--- src/rtl/calc_pkg.sv ---
// Shared constants and types for the calculator command path: token codes,
// command opcodes, error codes, FSM state encoding, and a small helper.
package calc_pkg;

  // Decoder token codes
  localparam logic [3:0] DIG_MAX      = 4'd9;
  localparam logic [3:0] TOK_SIN      = 4'd12;
  localparam logic [3:0] TOK_COS      = 4'd13;
  localparam logic [3:0] TOK_SQUARE   = 4'd14;
  localparam logic [3:0] TOK_IS_PRIME = 4'd15;

  // Operation handed to the compute unit; matches the low two bits of the
  // operator token code, so the conversion is a simple slice.
  typedef enum logic [1:0] {
    OP_SIN      = 2'd0,
    OP_COS      = 2'd1,
    OP_SQUARE   = 2'd2,
    OP_IS_PRIME = 2'd3
  } cmd_op_e;

  // Error codes reported on the one-cycle error pulse
  typedef enum logic [2:0] {
    ERR_NONE       = 3'd0,
    ERR_INVALID    = 3'd1,
    ERR_OVERFLOW   = 3'd2,
    ERR_NO_OPERAND = 3'd3,
    ERR_BUSY       = 3'd4
  } err_code_e;

  // Command assembler states
  typedef enum logic [1:0] {
    ST_IDLE  = 2'd0,
    ST_ACCUM = 2'd1,
    ST_ISSUE = 2'd2
  } state_e;

  // 10**n as a constant function, used for parameter sanity checks
  function automatic longint pow10(input int n);
    longint r;
    r = 64'sd1;
    for (int i = 0; i < n; i++) begin
      r = r * 64'sd10;
    end
    return r;
  endfunction

endpackage

--- src/rtl/strobe_sync.sv ---
// Three-flop synchroniser for an asynchronous strobe level plus a rising-edge
// detector on the synchronised copy. One event per rising edge of strobe_i.
module strobe_sync (
  input  logic clk,
  input  logic rst_n,
  input  logic strobe_i,
  output logic evt_o
);

  logic s1_q, s2_q, s3_q;

  // Shift the raw strobe through the synchroniser chain
  always_ff @(posedge clk or negedge rst_n) begin
    if (!rst_n) begin
      s1_q <= 1'b0;
      s2_q <= 1'b0;
      s3_q <= 1'b0;
    end else begin
      s1_q <= strobe_i;
      s2_q <= s1_q;
      s3_q <= s2_q;
    end
  end

  // s2 is the first metastability-safe copy; s3 is its one-cycle delay
  assign evt_o = s2_q & ~s3_q;

endmodule

--- src/rtl/calc_cmd_assembler.sv ---
// Assembles postfix calculator commands (decimal digits followed by one
// operator token) from decoder tokens and issues {op, operand} over a
// valid/ready handshake. Malformed input is reported as one-cycle error pulses.
module calc_cmd_assembler
  import calc_pkg::*;
#(
  parameter int OPERAND_W  = 16,
  parameter int MAX_DIGITS = 4
) (
  input  logic                 clk,
  input  logic                 rst_n,
  input  logic                 tok_strobe,
  input  logic [3:0]           tok_code,
  input  logic                 tok_is_number,
  input  logic                 tok_is_valid,
  output logic                 cmd_valid,
  input  logic                 cmd_ready,
  output logic [1:0]           cmd_op,
  output logic [OPERAND_W-1:0] cmd_operand,
  output logic                 err_valid,
  output logic [2:0]           err_code,
  output logic                 busy
);

  localparam int CNT_W = $clog2(MAX_DIGITS + 1);

  // The largest MAX_DIGITS-digit decimal number must fit in the operand so
  // acc*10+digit never wraps.
  if (OPERAND_W < 1 || OPERAND_W > 62 || MAX_DIGITS < 1 ||
      (pow10(MAX_DIGITS) - 64'sd1) >= (64'sd1 <<< OPERAND_W)) begin : g_bad_params
    $error("calc_cmd_assembler: 10**MAX_DIGITS-1 does not fit in OPERAND_W bits");
  end

  logic tok_evt;

  strobe_sync u_strobe_sync (
    .clk      (clk),
    .rst_n    (rst_n),
    .strobe_i (tok_strobe),
    .evt_o    (tok_evt)
  );

  state_e                 state_q, state_d;
  logic [OPERAND_W-1:0]   acc_q, acc_d;
  logic [CNT_W-1:0]       cnt_q, cnt_d;
  logic                   cmd_valid_q, cmd_valid_d;
  cmd_op_e                cmd_op_q, cmd_op_d;
  logic [OPERAND_W-1:0]   operand_q, operand_d;
  logic                   err_valid_q, err_valid_d;
  err_code_e              err_code_q, err_code_d;

  logic is_digit, is_op;

  // Token classification; anything neither digit nor operator is bad
  assign is_digit = tok_is_valid & tok_is_number;
  assign is_op    = tok_is_valid & ~tok_is_number & (tok_code >= TOK_SIN);

  // State, accumulator and output registers
  always_ff @(posedge clk or negedge rst_n) begin
    if (!rst_n) begin
      state_q     <= ST_IDLE;
      acc_q       <= '0;
      cnt_q       <= '0;
      cmd_valid_q <= 1'b0;
      cmd_op_q    <= OP_SIN;
      operand_q   <= '0;
      err_valid_q <= 1'b0;
      err_code_q  <= ERR_NONE;
    end else begin
      state_q     <= state_d;
      acc_q       <= acc_d;
      cnt_q       <= cnt_d;
      cmd_valid_q <= cmd_valid_d;
      cmd_op_q    <= cmd_op_d;
      operand_q   <= operand_d;
      err_valid_q <= err_valid_d;
      err_code_q  <= err_code_d;
    end
  end

  // Next-state logic: token handling per state and the issue handshake
  always_comb begin
    state_d     = state_q;
    acc_d       = acc_q;
    cnt_d       = cnt_q;
    cmd_valid_d = cmd_valid_q;
    cmd_op_d    = cmd_op_q;
    operand_d   = operand_q;
    err_valid_d = 1'b0;
    err_code_d  = ERR_NONE;

    case (state_q)
      ST_IDLE: begin
        if (tok_evt) begin
          if (is_digit) begin
            acc_d   = OPERAND_W'(tok_code);
            cnt_d   = CNT_W'(1);
            state_d = ST_ACCUM;
          end else if (is_op) begin
            err_valid_d = 1'b1;
            err_code_d  = ERR_NO_OPERAND;
          end else begin
            err_valid_d = 1'b1;
            err_code_d  = ERR_INVALID;
          end
        end
      end

      ST_ACCUM: begin
        if (tok_evt) begin
          if (is_digit) begin
            if (cnt_q < CNT_W'(MAX_DIGITS)) begin
              acc_d = acc_q * OPERAND_W'(10) + OPERAND_W'(tok_code);
              cnt_d = cnt_q + CNT_W'(1);
            end else begin
              err_valid_d = 1'b1;
              err_code_d  = ERR_OVERFLOW;
              acc_d       = '0;
              cnt_d       = '0;
              state_d     = ST_IDLE;
            end
          end else if (is_op) begin
            operand_d   = acc_q;
            cmd_op_d    = cmd_op_e'(tok_code[1:0]);
            cmd_valid_d = 1'b1;
            state_d     = ST_ISSUE;
          end else begin
            err_valid_d = 1'b1;
            err_code_d  = ERR_INVALID;
            acc_d       = '0;
            cnt_d       = '0;
            state_d     = ST_IDLE;
          end
        end
      end

      ST_ISSUE: begin
        // Tokens arriving while a command is pending are dropped, even in the
        // handshake cycle itself.
        if (tok_evt) begin
          err_valid_d = 1'b1;
          err_code_d  = ERR_BUSY;
        end
        if (cmd_valid_q && cmd_ready) begin
          cmd_valid_d = 1'b0;
          acc_d       = '0;
          cnt_d       = '0;
          state_d     = ST_IDLE;
        end
      end

      default: begin
        state_d = ST_IDLE;
      end
    endcase
  end

  assign cmd_valid   = cmd_valid_q;
  assign cmd_op      = cmd_op_q;
  assign cmd_operand = operand_q;
  assign err_valid   = err_valid_q;
  assign err_code    = err_code_q;
  assign busy        = (state_q != ST_IDLE);

endmodule

--- config.mk ---
export PLATFORM = sky130hd
export DESIGN_NAME = calc_cmd_assembler
export DESIGN_NICKNAME = d
export VERILOG_FILES = /design/src/rtl/calc_pkg.sv /design/src/rtl/strobe_sync.sv /design/src/rtl/calc_cmd_assembler.sv
export SDC_FILE = /design/constraint.sdc
export NUM_CORES = 1
export LEC_CHECK = 0
export CORE_MARGIN = 3
export CORE_UTILIZATION = 48
export DETAILED_ROUTE_END_ITERATION = 10
export PLACE_DENSITY_LB_ADDON = 0.05
export SLEW_MARGIN = 0
export SYNTH_ARGS = -nofsm -noshare
export SYNTH_HDL_FRONTEND = slang
export SYNTH_SLANG_ARGS = --single-unit
--- constraint.sdc ---
create_clock -name clk -period 3.1 [get_ports clk]
set_input_delay 0.62 -clock clk [delete_from_list [all_inputs] [get_ports clk]]
set_output_delay 0.62 -clock clk [all_outputs]
set_load 0.01 [all_outputs]
======== After elaboration in Yosys (flattened, before gate mapping) ========
Cells that the tools add are included.
W data, S select, Z words.
cells by class
  reduce and logical (&&, ||, !) cells .... 9
  divide/modulo/power cells ............... 0
  equal/unequal tests ..................... 10
  shift operators ......................... 0
  order comparisons ....................... 2
  $mul .................................... 1
  $add $sub $neg .......................... 2
  bitwise operators ....................... 7
  mux-type cells .......................... 46
operators by type and width
  operator                 number
  $mux W16                 7
  $pmux W16 S3             1
  $mux W3                  10
  $mux W2                  11
  $pmux W3 S3              2
  $add A16 B4 Y16          1
  $mul A16 B3 Y15 const B  1
  $mux W1                  12
  $ne A2 B2 Y1 const B     6
  $reduce_and A5 Y1        2
  $ne A3 B3 Y1 const B     2
  $pmux W2 S3              1
  $reduce_and A6 Y1        1
  $and A1 B1 Y1            4
  $ge A4 B4 Y1 const B     1
  $reduce_and A4 Y1        1
  $reduce_bool A2 Y1       2
  $add A3 B1 Y3 const B    1
  $lt A3 B3 Y1 const B     1
  $not A1 Y1               3
  $pmux W1 S3              1
  $reduce_bool A3 Y1       1
  $eq A2 B1 Y1 const B     1
  $eq A2 B2 Y1 const B     1
  3 further kinds          3
word-level totals
  output and inout bits ................... 24
  bits in latches ......................... 0
  bits in read-only memories .............. 0
  input bits .............................. 10
  RAM bits ................................ 0
  memories ................................ 0
  register bits ........................... 47
  logic and storage cells ................. 88

======== Depth between registers and ports, before layout ========
  depth in word-level cells ............... 7
  depth in mapped cells ................... 10
  gate-level depth less buffers ........... 10

======== By module ========
A second synthesis with hierarchy kept.
unflattened totals
  cells, all modules ...................... 310
  area total of the unflattened synthesis .. 3,126.7 µm²
by module, submodules not included
  module              seq. area each (µm²)  cells each  area each (µm²)  times used
  calc_cmd_assembler  1,101.1               306         3,037.9          1
  strobe_sync         75.1                  4           88.8             1

======== Least setup slack after synthesis ========
No wires, ideal clock.
  path type ............................... reg-to-reg
  start ................................... reg acc_q[1]
  end ..................................... reg acc_q[15]
  path buffers ............................ 0
  slack ................................... 337 ps
  arrival time ............................ 2,636 ps
  setup time .............................. 127 ps
  period minus slack after synthesis ...... 2,763 ps
  data required time ...................... 2,973 ps
  cell stages (with the launch flop) ...... 11
  path through ............................ dfrtp_1 -> ha_1 -> ha_1 -> fa_1 -> a21o_1 -> a21oi_1 -> xnor2_1 -> and4_1 -> nor3b_2 -> a311o_1 -> o211ai_2
on the way
  longest elaborated chain between the ends .. 6
ends and longest elaborated chain
  what                      line                       RTL
  start: declaration        calc_cmd_assembler.sv:44   logic [OPERAND_W-1:0] acc_q, acc_d;
  start signal: assignment  calc_cmd_assembler.sv:62   acc_q <= '0;
  start signal: assignment  calc_cmd_assembler.sv:71   acc_q <= acc_d;
  $mul A16 B3 Y15           calc_cmd_assembler.sv:113  acc_d = acc_q * OPERAND_W'(10) + OPERAND_W'(tok_code);
  $add A16 B4 Y16           calc_cmd_assembler.sv:113
  $mux W16                  calc_cmd_assembler.sv:112  if (cnt_q < CNT_W'(MAX_DIGITS)) begin
  $mux W16                  calc_cmd_assembler.sv:111  if (is_digit) begin
  $mux W16                  calc_cmd_assembler.sv:110  if (tok_evt) begin
  $pmux W16 S3              calc_cmd_assembler.sv:92   case (state_q)
Every way passes these cells. The select of a mux whose other input is x is not followed.
A chain may end at the register's enable or synchronous reset.

======== Final worst setup path ========
  start ................................... reg acc_q[3]
  end ..................................... reg acc_q[15]
The elaborated chain is that of the path after synthesis.

==> impl_summary.md <==
Layout
The final core utilization is 58.8%. The final cell area excluding filler cells is 3560 µm². The antenna diode count is 0. The net count of the finished layout is 380. After the flow finishes, the layout carries non-filler instances totaling 413. The layout cell share with drive strength beyond 1 is 14.5%. The area growth from synthesis to layout is 16.0%.

GRT
Across every metal layer, demand over resource in global routing totals 18.5%. The global-route congestion overflow total is 0. The pin count of the biggest net entering global routing is 48.

The number of global-route vias before repair is 2285. The number of antenna violations at the first check in global routing is 0. The first global-routing pass estimated 11100 µm of wire.

Pwr
The share of power burned in combinational logic is 42.5%. In this run the power spent charging and discharging nets is 0.723 mW. The leakage power figure is 1.69 nW. The share of total power dissipated in the clock network is 18.8%.

The switching part of the total power is 37.4%. The maximum vdd ir drop is 0.294 mV. The internal power of the cells totals 1.21 mW. The portion of total power attributed to sequential cells is 38.6%. The power per unit of standard cell area is 543 nW/µm².

Logic synthesis
Multiplexer cells account for 6.93% of the synthesized area. In the synthesized netlist the dominant register cell turns out to be dfrtp_1. The proportion of synthesized flip-flops having asynchronous set or reset is 100%.

The adder and majority gate portion of the synthesized area is 13.9%. A synthesized cell averages 10.2 µm². The post-synthesis instance area is 3070 µm². Counting flops and latches in the post-synthesis netlist gives 47.

The synthesized netlist devotes 15.9% of its cell area to simple gates. The dominant cell by count in the synthesized netlist is dfrtp_1. After synthesis, the largest family of logic cells by area is compound AO/OA/AOI/OAI gates.

The share of synthesized area in the top cell type comes to 38.3%. After synthesis, the netlist uses 55 different library cells. After synthesis, the cell types taking the most area are dfrtp_1, ha_1, mux2_2. Yosys mapped a number of flops with a built-in enable equal to 0. Summing the areas of all xor and xnor instances in the mapped netlist gives 6.48% of the synthesized area. The cell taking the most area after synthesis is dfrtp_1.

The synthesized netlist devotes 15.9% of its cell area to compound gates. Yosys printed 0 warnings. The fraction of the yosys area taken by sequential cells is 38.3%. The number of nets handed over by synthesis was 345. By count the netlist is led by dfrtp_1, nand2_1, ha_1, mux2_2, o21ai_0. The synthesized netlist cell count is 302.

Critical path
Tracing the worst setup path back leads to its startpoint at acc_q[3]. The nature of the critical path endpoint is a register. The cell family contributing the most delay on the critical path is adder cells. STA classifies the critical path startpoint as a register. In this run the worst path has a maximum fanout of 4. Walking the worst path, the cells encountered are ha_1 > ha_1 > fa_1 > a21o_1 > a21oi_1 > xnor2_2 > and4_1 > nor3b_2 > a311o_1 > o211ai_2. At the worst endpoint, the arrival time is 3.08 ns. In this run the critical register-to-register path is launched from acc_q[3]. The delay of the slowest cell on the worst path is 0.43 ns. The critical path contains buffers and inverters numbering 0 combined. For this design, the slowest cell found on the critical path is dfrtp_1. The data required time of the worst path is 3.28 ns. The worst setup path is of the register to register kind. By instance count, the cell type seen most on the critical path is ha_1.

Detailed routing
The routed length per placed instance is 14.9 µm. For this run, the detailed router's first-pass iteration total came to 5. The count of routing violations after the opening detailed-route iteration is 90. After detailed routing, the number of remaining DRC violations is 0.

The via density per instance is 5.52. The number of vias in the routed layout is 2281. Once detail routing completed, the nets flagged for antenna violations numbered 0.

The total detailed-routing wirelength is 6150 µm.

Timing
The number of max-slew violations in the final report is 0. The transition time of the tightest slew-check pin is 1.02 ns. The worst slew slack as a fraction of its limit is 31.7%.

Hold timing on the final database bottoms out at a slack of 0.361 ns. The largest clock skew in the final design is 0.00475 ns. The count of endpoints failing setup in the final report is 0. For this run, the top clock speed supported by timing is 0.345 GHz. The count of endpoints failing hold in the final timing report is 0.

The routed design could run at a clock period as short as 2.90 ns. The final critical path takes up 93.6% of the cycle. Setup repair after global routing left no endpoint under its margin. For the final routed database, the setup TNS stands at 0 ns.

Clocking
The number of buffers inserted during clock tree synthesis is 5. After clock tree synthesis, the clock-pin slew on the worst setup and hold paths is 0.09 ns. The TritonCTS clock tree is built. The clock passes through at most 2 buffers. For this design, the CTS-stage hold fixing added 0 buffers. The total number of clock tree sinks is 47. Clock tree synthesis selected as its root buffer the cell clkbuf_8.

For the worst-skew pair, the clock arrives at the later sink with an insertion delay of 0.30 ns. CTS built an H-tree with a depth of 2.

Die
The overall die area is 7390 µm². The initialized floorplan defines 28 standard-cell rows. For this design the top-level I/O count stands at 34.

The starting density of the core is 50.7%. The floorplan die width is 86.0 µm. Measured along the y axis, the die boundary spans 86.0 µm.

The total area inside the core boundary comes to 6060 µm².

Placed design
The estimated wirelength of the detail-placed design is 4740 µm. The post-placement cell count is 404. At the end of routability-driven placement, the weighted congestion stood at 0.833. Summing all placed instances gives a cell area of 3470 µm². The number of input and output port buffers inserted is 33.

Worst hold path
The hold path startpoint is u_strobe_sync.s1_q. The worst hold path belongs to the class register to register.

Run
The number of max-cap violations is 0.

Status
The flow ran to the end, and the final reports show no timing, DRC or antenna violations.
==> layout by cell type, fill, tap and decap left out, types with 3 or more instances in the layout <==
cell type | netlist | routed
dfrtp_1 | 47 | 47
nand2_1 | 41 | 41
clkdlybuf4s50_1 | 0 | 32
ha_1 | 31 | 31
mux2_2 | 18 | 18
o21ai_0 | 16 | 16
a21oi_1 | 15 | 15
nor2_1 | 13 | 13
xnor2_1 | 12 | 11
a21o_1 | 8 | 8
o21ai_1 | 8 | 8
xor2_1 | 7 | 7
buf_4 | 0 | 6
nand3_1 | 5 | 5
nor2b_1 | 5 | 5
clkbuf_8 | 0 | 5
inv_1 | 4 | 4
nand2b_1 | 4 | 4
a211oi_1 | 4 | 4
nand4_1 | 3 | 3
o211ai_1 | 3 | 3
xnor2_2 | 2 | 3
a31oi_1 | 3 | 3
o31ai_1 | 3 | 3
==> logic make-up after synthesis <==
kind of cell    count (synthesis)
compound gates                 74
xor+xnor                       21
fa+ha+maj                      33
buf+inv                        16
flops                          47
mux                            19
simple gates                   92
==> power groups by stage <==
stage | combinational (mW) | sequential, mW | clock [mW]
2_1_floorplan | 0.587 | 0.763 | 0
4_1_cts | 0.827 | 0.750 | 0.371
6_report | 0.823 | 0.748 | 0.364
5_1_grt | 0.934 | 0.759 | 0.398
3_5_place_dp | 0.822 | 0.761 | 0
3_3_place_gp | 0.810 | 0.759 | 0
==> layout make-up <==
type                       instances  area, µm²
sequential                        47       1180
multi-input combinational        239       1820
tap                               75       93.8
inverter                           5       18.8
clock inverter                     1       5.00
clock buffer                       7       76.3
timing repair buffer              39        370
fill                             546       2500
==> worst register-to-register path, cell delays in order, from the launching register on <==
cell	delay (ns)
dfrtp_1	0.43
ha_1	0.30
ha_1	0.25
fa_1	0.41
a21o_1	0.21
a21oi_1	0.22
xnor2_2	0.17
and4_1	0.24
nor3b_2	0.25
a311o_1	0.22
o211ai_2	0.09
==> timing repair <==
item | CTS | global route
buffers inserted | 0 | 1
resized for setup | 0 | 1
endpoints found under the setup margin | 0 | 1
==> final timing paths <==
kind                                       to  slack [ns]  depth (start not counted)
min reg2reg                u_strobe_sync.s2_q        0.36                          0
max reg2reg                         acc_q[15]        0.20                         10
min                        u_strobe_sync.s2_q        0.36                          0
min in group asynchronous           cmd_valid        0.49                          1
max in group asynchronous  u_strobe_sync.s3_q        1.97                          1
max                                 acc_q[15]        0.20                         10
==> stage by stage <==
stage	total power, mW	setup slack [ns]
3_3_place_gp	1.57	0.0547
4_1_cts	1.95	0.176
6_report	1.93	0.199
3_5_place_dp	1.58	0.0166
5_1_grt	2.09	0.0226
2_1_floorplan	1.35	0.337
==> sequential cells by signal (all words and copies together) (netlist names) <==
signal              flops
err_valid               1
cmd_valid               1
cmd_operand            16
cmd_op                  2
err_code                3
cnt_q                   3
acc_q                  16
u_strobe_sync.s3_q      1
state_q                 2
u_strobe_sync.s1_q      1
u_strobe_sync.s2_q      1
==> layer usage <==
| metal | vias to the layer above | track usage [%] | part of all wire [%] |
|---|---|---|---|
| met2 | 34 | 27.9 | 43 |
| met1 | 1083 | 27.2 | 53 |
| li1 | 1158 | - | - |
| met5 | - | 0 | 0 |
| met3 | 6 | 3.07 | 3.3 |
| met4 | 0 | 5.04 | 1.1 |
Power figures use the tool's default switching activity.
